==> src/rtl/scan_chain_controller_pkg.sv <==
// Shared constants and types for the scan chain controller and its wrappers.
package scan_chain_controller_pkg;

  localparam int unsigned NUM_IOS = 8;

  typedef enum logic [2:0] {
    SHIFT_IN,
    LATCH,
    CAPTURE,
    SHIFT_OUT,
    DONE
  } state_e;

  // Step counter width: enough to hold N = num_designs * NUM_IOS.
  function automatic int unsigned step_width(input int unsigned num_designs);
    return $clog2(num_designs * NUM_IOS + 1);
  endfunction

endpackage

==> src/rtl/scan_chain_controller_if.sv <==
// Serial scan bus between the controller and the wrapper daisy chain.
interface scan_chain_controller_if;

  logic scan_clk;
  logic scan_data_out;
  logic scan_data_in;
  logic scan_select;
  logic scan_latch_enable;

  modport master (
    output scan_clk,
    output scan_data_out,
    output scan_select,
    output scan_latch_enable,
    input  scan_data_in
  );

  modport slave (
    input  scan_clk,
    input  scan_data_out,
    input  scan_select,
    input  scan_latch_enable,
    output scan_data_in
  );

endinterface

==> src/rtl/scan_chain_controller.sv <==
// Round-robin scan chain controller: shift in, latch, capture, shift out,
// then present the selected design's result with a one-cycle ready pulse.
module scan_chain_controller
  import scan_chain_controller_pkg::*;
#(
  parameter int unsigned NUM_DESIGNS = 100
) (
  input  logic                   clk,
  input  logic                   reset,
  input  logic [8:0]             active_select,
  input  logic [NUM_IOS-1:0]     inputs,
  output logic [NUM_IOS-1:0]     outputs,
  output logic                   ready,
  scan_chain_controller_if.master scan
);

  localparam int unsigned N      = NUM_DESIGNS * NUM_IOS;
  localparam int unsigned STEP_W = step_width(NUM_DESIGNS);
  localparam logic [STEP_W-1:0] LAST_STEP = STEP_W'(N - 1);

  state_e              state_q, state_d;
  logic [STEP_W-1:0]   step_q, step_d;
  logic                phase_q, phase_d;

  logic [NUM_IOS-1:0]  inp_q, inp_d;
  logic [8:0]          sel_q, sel_d;
  logic [NUM_IOS-1:0]  result_q, result_d;
  logic [NUM_IOS-1:0]  outputs_q, outputs_d;
  logic                ready_q, ready_d;

  logic [31:0]         pos;
  logic                pos_hit;
  logic [2:0]          bit_idx;

  logic                sclk, sdo, ssel, slat;

  // Chain position addressed by the current step, and whether it belongs
  // to the selected design.
  assign pos     = 32'(N - 1) - 32'(step_q);
  assign pos_hit = (pos[31:3] == 29'(sel_q));
  assign bit_idx = pos[2:0];

  // State register: step/phase sequencing.
  always_ff @(posedge clk) begin
    if (reset) begin
      state_q <= SHIFT_IN;
      step_q  <= '0;
      phase_q <= 1'b0;
    end else begin
      state_q <= state_d;
      step_q  <= step_d;
      phase_q <= phase_d;
    end
  end

  // Next state: every step is two clk cycles, DONE is a single cycle.
  always_comb begin
    state_d = state_q;
    step_d  = step_q;
    phase_d = ~phase_q;
    case (state_q)
      SHIFT_IN: begin
        if (phase_q) begin
          if (step_q == LAST_STEP) begin
            state_d = LATCH;
            step_d  = '0;
          end else begin
            step_d = step_q + STEP_W'(1);
          end
        end
      end
      LATCH: begin
        if (phase_q) state_d = CAPTURE;
      end
      CAPTURE: begin
        if (phase_q) state_d = SHIFT_OUT;
      end
      SHIFT_OUT: begin
        if (phase_q) begin
          if (step_q == LAST_STEP) begin
            state_d = DONE;
            step_d  = '0;
          end else begin
            step_d = step_q + STEP_W'(1);
          end
        end
      end
      DONE: begin
        state_d = SHIFT_IN;
        phase_d = 1'b0;
      end
      default: begin
        state_d = SHIFT_IN;
        step_d  = '0;
        phase_d = 1'b0;
      end
    endcase
  end

  // Scan bus outputs decoded from state; scan_clk is the phase bit.
  always_comb begin
    sclk = 1'b0;
    sdo  = 1'b0;
    ssel = 1'b0;
    slat = 1'b0;
    case (state_q)
      SHIFT_IN: begin
        sclk = phase_q;
        sdo  = pos_hit & inp_q[bit_idx];
      end
      LATCH: begin
        sclk = phase_q;
        slat = 1'b1;
      end
      CAPTURE: begin
        sclk = phase_q;
        ssel = 1'b1;
      end
      SHIFT_OUT: begin
        sclk = phase_q;
      end
      default: ;
    endcase
    // inp_q/sel_q load while reset is held, so step 0 data would otherwise
    // leak out during reset.
    if (reset) sdo = 1'b0;
  end

  assign scan.scan_clk          = sclk;
  assign scan.scan_data_out     = sdo;
  assign scan.scan_select       = ssel;
  assign scan.scan_latch_enable = slat;

  // Datapath: sample chain bits in phase 0 of SHIFT_OUT, publish in DONE,
  // and register the next round's operands on entry to SHIFT_IN.
  always_comb begin
    inp_d     = inp_q;
    sel_d     = sel_q;
    result_d  = result_q;
    outputs_d = outputs_q;
    ready_d   = 1'b0;
    if (state_q == SHIFT_OUT && !phase_q && pos_hit) begin
      result_d[bit_idx] = scan.scan_data_in;
    end
    if (state_q == DONE) begin
      outputs_d = (32'(sel_q) < NUM_DESIGNS) ? result_q : '0;
      ready_d   = 1'b1;
      inp_d     = inputs;
      sel_d     = active_select;
      result_d  = '0;
    end
  end

  // Datapath registers; reset enters SHIFT_IN, so operands load here too.
  always_ff @(posedge clk) begin
    if (reset) begin
      inp_q     <= inputs;
      sel_q     <= active_select;
      result_q  <= '0;
      outputs_q <= '0;
      ready_q   <= 1'b0;
    end else begin
      inp_q     <= inp_d;
      sel_q     <= sel_d;
      result_q  <= result_d;
      outputs_q <= outputs_d;
      ready_q   <= ready_d;
    end
  end

  assign outputs = outputs_q;
  assign ready   = ready_q;

endmodule

==> src/flat_wrapper.sv <==
// flat-port wrapper written by rule: the top's interface ports become plain ports
module scan_chain_controller_flat import scan_chain_controller_pkg::*;
#(
  parameter int unsigned NUM_DESIGNS = 100
)
  (clk, reset, active_select, inputs, outputs, ready, scan_scan_clk, scan_scan_data_out, scan_scan_select, scan_scan_latch_enable, scan_scan_data_in);
  scan_chain_controller_if scan_i ();
  input  logic clk;
  input  logic reset;
  input  logic [8:0] active_select;
  input  logic [NUM_IOS-1:0] inputs;
  output logic [NUM_IOS-1:0] outputs;
  output logic ready;
  output wire logic [$bits(scan_i.scan_clk)-1:0] scan_scan_clk;
  output wire logic [$bits(scan_i.scan_data_out)-1:0] scan_scan_data_out;
  output wire logic [$bits(scan_i.scan_select)-1:0] scan_scan_select;
  output wire logic [$bits(scan_i.scan_latch_enable)-1:0] scan_scan_latch_enable;
  input wire logic [$bits(scan_i.scan_data_in)-1:0] scan_scan_data_in;
  assign scan_scan_clk = scan_i.scan_clk;
  assign scan_scan_data_out = scan_i.scan_data_out;
  assign scan_scan_select = scan_i.scan_select;
  assign scan_scan_latch_enable = scan_i.scan_latch_enable;
  assign scan_i.scan_data_in = scan_scan_data_in;
  scan_chain_controller #(.NUM_DESIGNS(NUM_DESIGNS)) u_core (.clk(clk), .reset(reset), .active_select(active_select), .inputs(inputs), .outputs(outputs), .ready(ready), .scan(scan_i));
endmodule
==> config.mk <==
export PLATFORM = sky130hd
export DESIGN_NAME = scan_chain_controller_flat
export DESIGN_NICKNAME = d
export VERILOG_FILES = /design/src/rtl/scan_chain_controller_pkg.sv /design/src/rtl/scan_chain_controller_if.sv /design/src/rtl/scan_chain_controller.sv /design/src/flat_wrapper.sv
export SDC_FILE = /design/constraint.sdc
export NUM_CORES = 1
export LEC_CHECK = 0
export ABC_AREA = 1
export CAP_MARGIN = 20
export CORE_ASPECT_RATIO = 0.5
export CORE_MARGIN = 2
export CORE_UTILIZATION = 67
export DETAILED_ROUTE_END_ITERATION = 12
export DONT_BUFFER_PORTS = 1
export PLACE_DENSITY = 0.81
export SETUP_SLACK_MARGIN = 0.3
export SKIP_CTS_REPAIR_TIMING = 1
export SLEW_MARGIN = 10
export SYNTH_ARGS = -nofsm -noshare
export SYNTH_HDL_FRONTEND = slang
export SYNTH_SLANG_ARGS = --single-unit
==> constraint.sdc <==
create_clock -name clk -period 4.07 [get_ports clk]
set_clock_uncertainty 0.1 [all_clocks]
set_input_delay 0.407 -clock clk [delete_from_list [all_inputs] [get_ports clk]]
set_output_delay 0.407 -clock clk [all_outputs]
set_load 0.05 [all_outputs]
==> out/results.tsv <==
metric	value	unit
cts_tree	built	
outcome	finished, final reports clean	
core	3420	um^2
grt_pass1_vias	1606	
grt_usage	22.3	%
grt_setup_unrepaired	false	
ctsHtreeMaxLevel	2	
vdd.ir_drop.worst	0.246	mV
setup_tns	0	ns
path_buf_inv	2	
crit_slowest_cell	nor3_2	
synth-async-reset-ratio	0	%
final_layout_size_suffix_gt1_share	12.7	%
period_minus_slack	2.80	ns
startpoint	u_core.step_q[5]$_SDFFE_PP0P_	
drv_cap	0	
ios	33	
ys_ff_latch	48	
seq_area_frac_synth	47.4	%
path_class	reg -> out	
slew_headroom	37.8	%
worst_pin_slew	0.930	ns
min_path_type	in -> reg	
finalCritPeriodShare	68.7	%
finalNetCount	329	
cts_root_buf	clkbuf_8	
crit_top_cell	nor2_1	
clk_pin_slew	0.09	ns
area_growth	5.77	%
arrival	2.29	ns
overflow	0	
grt_pass1_wl	6820	um
io_buffers	0	
fin_ws	1.27	ns
final_area	2520	um^2
antenna_found_initial	0	
grt_start_max_net_pins	18	
via_per_inst	5.25	
cts_buffer_depth	2	
synth-edff-count	17	
slew_violations	0	
p_leak	1.09	nW
cts.sink_count	48	
start_util	69.8	%
avgSynthCellArea	7.87	um^2
endpoint_kind	output pin	
cpPeakStageDelay	0.70	ns
min_delay_path_depth	1	
hpwl	3100	um
syn-cell-area	2380	um^2
initialDrtViolationCount	121	
worstSetupPathDepth	9	
crit_family	simple AND/OR/NAND/NOR gates	
fmax	358	MHz
finalHoldViolCount	0	
drt-total-wl	4190	um
die_h	46.2	um
critPathMaxFanout	6	
placementRows	15	
power_density	351	nW/um^2
ant_nets	0	
dpl_worst_slack	1.64	ns
antenna_cells	0	
dieArea	4080	um^2
syn_inst	303	
synth_cell_type_count	30	
gp_congestion	0.859	
finalSetupViolCount	0	
detail_route.first_pass.iterations	4	
yosysWarnings	0	
syn-num-nets	326	
crit_chain	inv_2 -> ha_1 -> inv_1 -> nor2_1 -> nor2_1 -> nand2_1 -> nor2_1 -> nand2_2 -> nor3_2	
insertion_delay	0.30	ns
vias	1878	
r2r_start	u_core.step_q[5]$_SDFFE_PP0P_	
start_kind	flip-flop	
cts_buffers	5	
synth-main-ff-cell	dfxtp_1	
required	3.56	ns
wl_per_cell	11.7	um
placedInstanceArea	2420	um^2
die_w	88.4	um
drcViolationCount	0	
hold_start	reset	
reg2reg_depth	12	
[metal layers]
| layer | share of wire [%] | vias to the layer above | track usage (%) | routed length, um |
|---|---|---|---|---|
| met4 | 0.69 | 0 | 8.18 | 29 |
| li1 | - | 979 | - | - |
| met1 | 48 | 854 | 28.4 | 2000 |
| met2 | 46 | 40 | 36.8 | 1940 |
| met5 | 0 | - | 0 | 0 |
| met3 | 5.2 | 5 | 6.63 | 220 |
[per-stage QoR]
stage               total power [mW]  hold WS [ns]  utilization [%]  std cells
global placement               0.576         0.353             70.7        350
finish                         0.884        0.0645             73.8        358
global route                   0.913        0.0486             73.8        358
CTS                            0.889        0.0571             73.8        358
floorplan                      0.567         0.347                -        303
detailed placement             0.577         0.360             70.7        350
[layout make-up]
| type | count | area [um^2] |
|---|---|---|
| flip-flops and latches | 48 | 1130 |
| inverters | 55 | 206 |
| multi-input cells | 194 | 1000 |
| clock inverters | 1 | 5.00 |
| clock buffers | 7 | 101 |
| fillers | 264 | 893 |
| repair buffers | 2 | 15.0 |
| well taps | 51 | 63.8 |
[Yosys cell counts (3+ instances only)]
library cell	number	area, um^2
nand2_1	76	285
inv_2	7	26.3
ha_1	3	37.5
nor3_2	3	30.0
dfxtp_1	31	621
inv_1	48	180
nand4_1	8	50.1
nor3b_2	3	37.5
o21ai_0	3	15.0
nor2_1	30	113
nor2_2	4	25.0
o31ai_1	9	67.6
nand3_1	20	100
nand3_2	4	40.0
o21ai_1	3	15.0
nand2_2	3	18.8
nor3_1	8	40.0
a21oi_1	8	40.0
edfxtp_1	17	510
[sequential cells by signal, summed over array words and instances (netlist names)]
name,count
u_core.inp_q,8
u_core.outputs,8
u_core.phase_q,1
u_core.ready,1
u_core.result_q,8
u_core.sel_q,9
u_core.state_q,3
u_core.step_q,10
[cells in the final DEF (no fill, tap or decap)]
cell type and instances:
clkbuf_16 1, nand2_4 1, a211oi_1 2, nor2_1 30
o21ai_0 3, nor3_2 4, a21oi_1 8, nor3b_2 3
inv_2 7, nor3_1 7, nand4_1 8, o21ai_1 3
nor3b_1 1, clkinv_2 1, or2_2 1, o22ai_1 2
clkbuf_8 5, clkbuf_4 1, nor2_2 4, ha_1 3
o31ai_1 9, nand2_1 76, nand3_2 4, inv_1 48
nand2_2 3, edfxtp_1 17, buf_4 2, o21ai_4 1
nor2_4 1, dfxtp_1 31, nand3_1 20
[worst paths after layout]
check | to | slack, ns
setup reg to reg | u_core.result_q[5]$_SDFFE_PP0P_ | 1.91
hold reg to reg | u_core.outputs[7]$_SDFFE_PP0P_ | 0.37
setup / recovery | scan_scan_data_out | 1.27
hold / removal | u_core.state_q[1]$_SDFFE_PP0P_ | 0.06
[where the power goes]
part	switching [mW]	internal, mW	total (mW)
clock	0.154	0.164	0.318
sequential	0.00829	0.509	0.518
combinational	0.0342	0.0144	0.0485
total	0.196	0.688	0.884
[cell families after synthesis]
family                     share of synthesized area [%]
and+or+nand+nor                                     32.5
AOI/OAI and AO/OA                                   7.61
DFF                                                 47.4
buffers and inverters                               10.9
adders and majority gates                           1.57
Note: power is estimated with default switching activity, not from simulation.
==> patch 1, RTL diff (same settings) <==
Re-encode `state_e` (5 states) as one-hot, 5 bits wide.
--- a/src/rtl/scan_chain_controller_pkg.sv
+++ b/src/rtl/scan_chain_controller_pkg.sv
@@ -3,12 +3,12 @@
 
   localparam int unsigned NUM_IOS = 8;
 
-  typedef enum logic [2:0] {
-    SHIFT_IN,
-    LATCH,
-    CAPTURE,
-    SHIFT_OUT,
-    DONE
+  typedef enum logic [4:0] {
+    SHIFT_IN  = 5'b00001,
+    LATCH     = 5'b00010,
+    CAPTURE   = 5'b00100,
+    SHIFT_OUT = 5'b01000,
+    DONE      = 5'b10000
   } state_e;
 
   // Step counter width: enough to hold N = num_designs * NUM_IOS.
Function: same outputs for any inputs over 10 cycles, from zero or initial values and one cycle with reset high; not proved beyond that.
==> patch 1 against the original RTL <==
- synthesized cell count rose by 5.9%
- wire length grew 13%
- area after synthesis rose by 1.3%
- worst setup slack improved by 3.1 ps
- sequential cell count grew 2
- count of clock-buffer cells in the layout down 1
- die area grew 1.2%
- global-route usage is 1.8 points higher
- cell area up 0.45%
- critical endpoint unchanged
Power is not compared: it rests on default switching activity, and its combinational part moved more than twofold at a synthesized area within 25%.
==> patch 1: results <==
[hold_path]
hold_path_depth = 1
min_path_type = "input pin to register"
min_to = "u_core.state_q[1]"

[final_layout]
fillers = 274
final_nets = 347
final_util = 0.738
drive_above_1_share = 0.0585
area_growth_syn_to_layout_pct = 4.92

[setup_path]
r2r-end = "u_core.outputs[7]"
reg2reg_slack_ps = 1750
slowest_delay_ps = 440
reg2reg_from = "u_core.state_q[1]"
cp_data_arrival_time_ps = 2290
crit_fanout = 16
ff2ff_path_depth = 8
cp_slowest_cell = "and3_2"

[place]
place.gp.congestion = 0.870
hpwl_microns = 3460
placed_area_sq_um = 2450

[global_route]
grt_pass1_wl_microns = 7410
grt_max_degree = 19
grt.total_usage = 0.241
grt_pass1_vias = 1720

[clock_network]
root_buffer = "clkbuf_8"

[synth]
seq_area_frac_synth = 0.485
synth-compound-area-share = 0.0689
synth_xor_area_frac = 0.00725
ys_types = 31
synth_commonest_cells = "79 x nand2_1, 54 x inv_1, 38 x nor2_1, 33 x dfxtp_1, 27 x nand3_1"
netlist_top_cells_area = "dfxtp_1 27%, edfxtp_1 21%, nand2_1 12%"
synthAdderAreaFrac = 0.0155
syn-num-nets = 344

[timing]
worst_pin_slew_ps = 1010
holdWs_ps = 52.5

[routing]
wl_per_cell_microns = 12.6
vias = 2026
drt_iter0_drc = 107

[status]
outcome = "finished clean"
## patch 1: cell type report
type	count	area share
Clock inverter	2	0.00543
Sequential cell	50	0.462
Timing Repair Buffer	1	0.00296
Inverter	57	0.0844
Tap cell	51	0.0252
Clock buffer	6	0.0286
Multi-Input combinational cell	209	0.391
## patch 1: worst max-delay path by stage
stage	start	end	slack [ps]	cells after the start
6_report	u_core.step_q[5]	scan_scan_data_out	1280	8
4_1_cts	u_core.step_q[5]	scan_scan_data_out	1280	8
3_3_place_gp	u_core.step_q[5]	scan_scan_data_out	1750	8
5_1_grt	u_core.step_q[5]	scan_scan_data_out	1130	10
3_5_place_dp	u_core.step_q[5]	scan_scan_data_out	1620	8
2_1_floorplan	u_core.step_q[5]	scan_scan_data_out	1860	9
## patch 1: kinds of logic after synthesis
| family | count (synthesis) |
|---|---|
| simple gates | 174 |
| buf+inv | 62 |
| flops | 50 |
| compound gates | 30 |
| fa+ha+maj | 3 |
| xor+xnor | 2 |
## patch 1: per-layer routing
| metal | wire length, microns | track usage | up-vias |
|---|---|---|---|
| li1 | - | - | 1041 |
| met5 | 0 | 0 | - |
| met3 | 295 | 0.0556 | 7 |
| met2 | 2240 | 0.436 | 51 |
| met4 | 46 | 0.0545 | 0 |
| met1 | 2150 | 0.300 | 927 |
## patch 1: worst max-delay path: cells and delay by family, from the launching register on
kind / cells / cell delay (ps)
AO/OA/AOI/OAI: 1 / 90
adder cells (fa/ha/maj): 1 / 320
buffers and inverters: 2 / 200
flip-flops: 1 / 380
AND/OR/NAND/NOR: 4 / 1000
## patch 1: through the flow
stage | std cells | total power, mW | worst slack, ps
3_5_place_dp | 368 | 0.927 | 1620
6_report | 376 | 1.21 | 1280
2_1_floorplan | 321 | 0.855 | 1860
5_1_grt | 376 | 1.28 | 1130
4_1_cts | 376 | 1.21 | 1280
3_3_place_gp | 368 | 0.914 | 1750
## patch 1: power breakdown
group          internal [mW]  total (mW)  switching, mW
Sequential             0.551       0.575         0.0237
Combinational         0.0903       0.347          0.257
Clock                  0.123       0.292          0.169
==> patch 2, RTL diff (same settings) <==
Made on the original files. `NUM_DESIGNS` is set to 100 in 2 places; all go to 150.
--- a/src/rtl/scan_chain_controller.sv
+++ b/src/rtl/scan_chain_controller.sv
@@ -3,7 +3,7 @@
 module scan_chain_controller
   import scan_chain_controller_pkg::*;
 #(
-  parameter int unsigned NUM_DESIGNS = 100
+  parameter int unsigned NUM_DESIGNS = 150
 ) (
   input  logic                   clk,
   input  logic                   reset,
--- a/src/flat_wrapper.sv
+++ b/src/flat_wrapper.sv
@@ -1,7 +1,7 @@
 // flat-port wrapper written by rule: the top's interface ports become plain ports
 module scan_chain_controller_flat import scan_chain_controller_pkg::*;
 #(
-  parameter int unsigned NUM_DESIGNS = 100
+  parameter int unsigned NUM_DESIGNS = 150
 )
   (clk, reset, active_select, inputs, outputs, ready, scan_scan_clk, scan_scan_data_out, scan_scan_select, scan_scan_latch_enable, scan_scan_data_in);
   scan_chain_controller_if scan_i ();
Check against the original RTL: not equivalent (Yosys sat finds a counterexample within 4 cycles, from zero or initial values and one cycle with reset high).
==> patch 2 against the original RTL <==
- total power grew 6.9%
- wire length grew 24%
- worst setup slack lost 370 ps
- largest cell class unchanged
- global-route usage grew 4.1 points
- area after synthesis grew 4.7%
- sequential share of layout area shrank 1.9 points
- count of clock-buffer cells in the layout is the same
- sequential cell count grew 1
- cell area grew 6.3%
- hold slack lost 6.4 ps
==> patch 2: results <==
[status]
outcome = "finished clean"

[hold_path]
min_path_type = "input pin to register"

[global_route]
grt.total_usage = 0.264
grt_pass1_vias = 1954
grt_pass1_wl_microns = 8530

[power]
irDropWorstVdd_v = 0.000217
clk-power_uw = 359
leakage_nw = 1.16
sw_frac_of_total = 0.227
finalPower_uw = 945
comb_power_uw = 56.8

[final_layout]
antennaDiodeCount = 0
sh_seq_area = 0.429
inverters = 47
drive_above_1_share = 0.0967
nonClockBufferCount = 3
clockNetworkAreaShare = 0.0462
nonClkBufAreaFrac = 0.00840
multi_input_area_share = 0.427
final_nets = 353
seq_cell_count = 49
final_util = 0.764
final_cells = 382
top_regs = "u_core.step_q x11, u_core.sel_q x9"
nMultiInputCombCells = 224

[synth]
synthAdderAreaFrac = 0.0150
netlist_top_cells_area = "dfxtp_1 26%, edfxtp_1 20%, nand2_1 12%"
syn_avg_cell_area_sq_um = 7.68
ys_types = 34
synth-compound-area-share = 0.0922
synth_xor_area_frac = 0.0105
synth_commonest_cells = "82 x nand2_1, 44 x inv_1, 38 x nor2_1, 32 x dfxtp_1, 17 x edfxtp_1"
seq_area_frac_synth = 0.461

[die]
fp.dieW_microns = 90.3

[setup_path]
slowest_delay_ps = 700
reg2reg_from = "u_core.step_q[4]"
cp_data_arrival_time_ps = 2660
crit_fanout = 9
critPathLaunch = "u_core.step_q[4]"

[routing]
first_pass_iters = 5
wl_microns = 5210
vias_per_cell = 5.79
drt_iter0_drc = 142

[place]
dp.cells = 374
post-place-ws_ps = 1260
placed_area_sq_um = 2560
place.gp.congestion = 0.870
hpwl_microns = 3880

[clock_network]
cts.clk_slew.worst_paths_ps = 90

[timing]
worst_pin_slew_ps = 895
[patch 2: routing by layer]
metal | vias up | track usage | part of all wire
met5 | - | 0 | 0
met2 | 111 | 0.460 | 0.44
li1 | 1082 | - | -
met3 | 20 | 0.0738 | 0.074
met4 | 0 | 0.108 | 0.031
met1 | 999 | 0.327 | 0.45
[patch 2: worst paths after layout]
| kind | to | cells after the start | slack [ps] |
|---|---|---|---|
| setup / recovery | scan_scan_data_out | 11 | 900 |
| hold / removal | u_core.phase_q | 1 | 60 |
| setup reg to reg | u_core.result_q[0] | 12 | 1840 |
| hold reg to reg | u_core.outputs[6] | 2 | 380 |
[patch 2: worst reg2reg max path: cells and delay by family (launching register included)]
| kind | cells | cell delay [ps] |
|---|---|---|
| buffers and inverters | 1 | 130 |
| AND/OR/NAND/NOR | 10 | 1170 |
| adder cells (fa/ha/maj) | 1 | 330 |
| flip-flops | 1 | 410 |
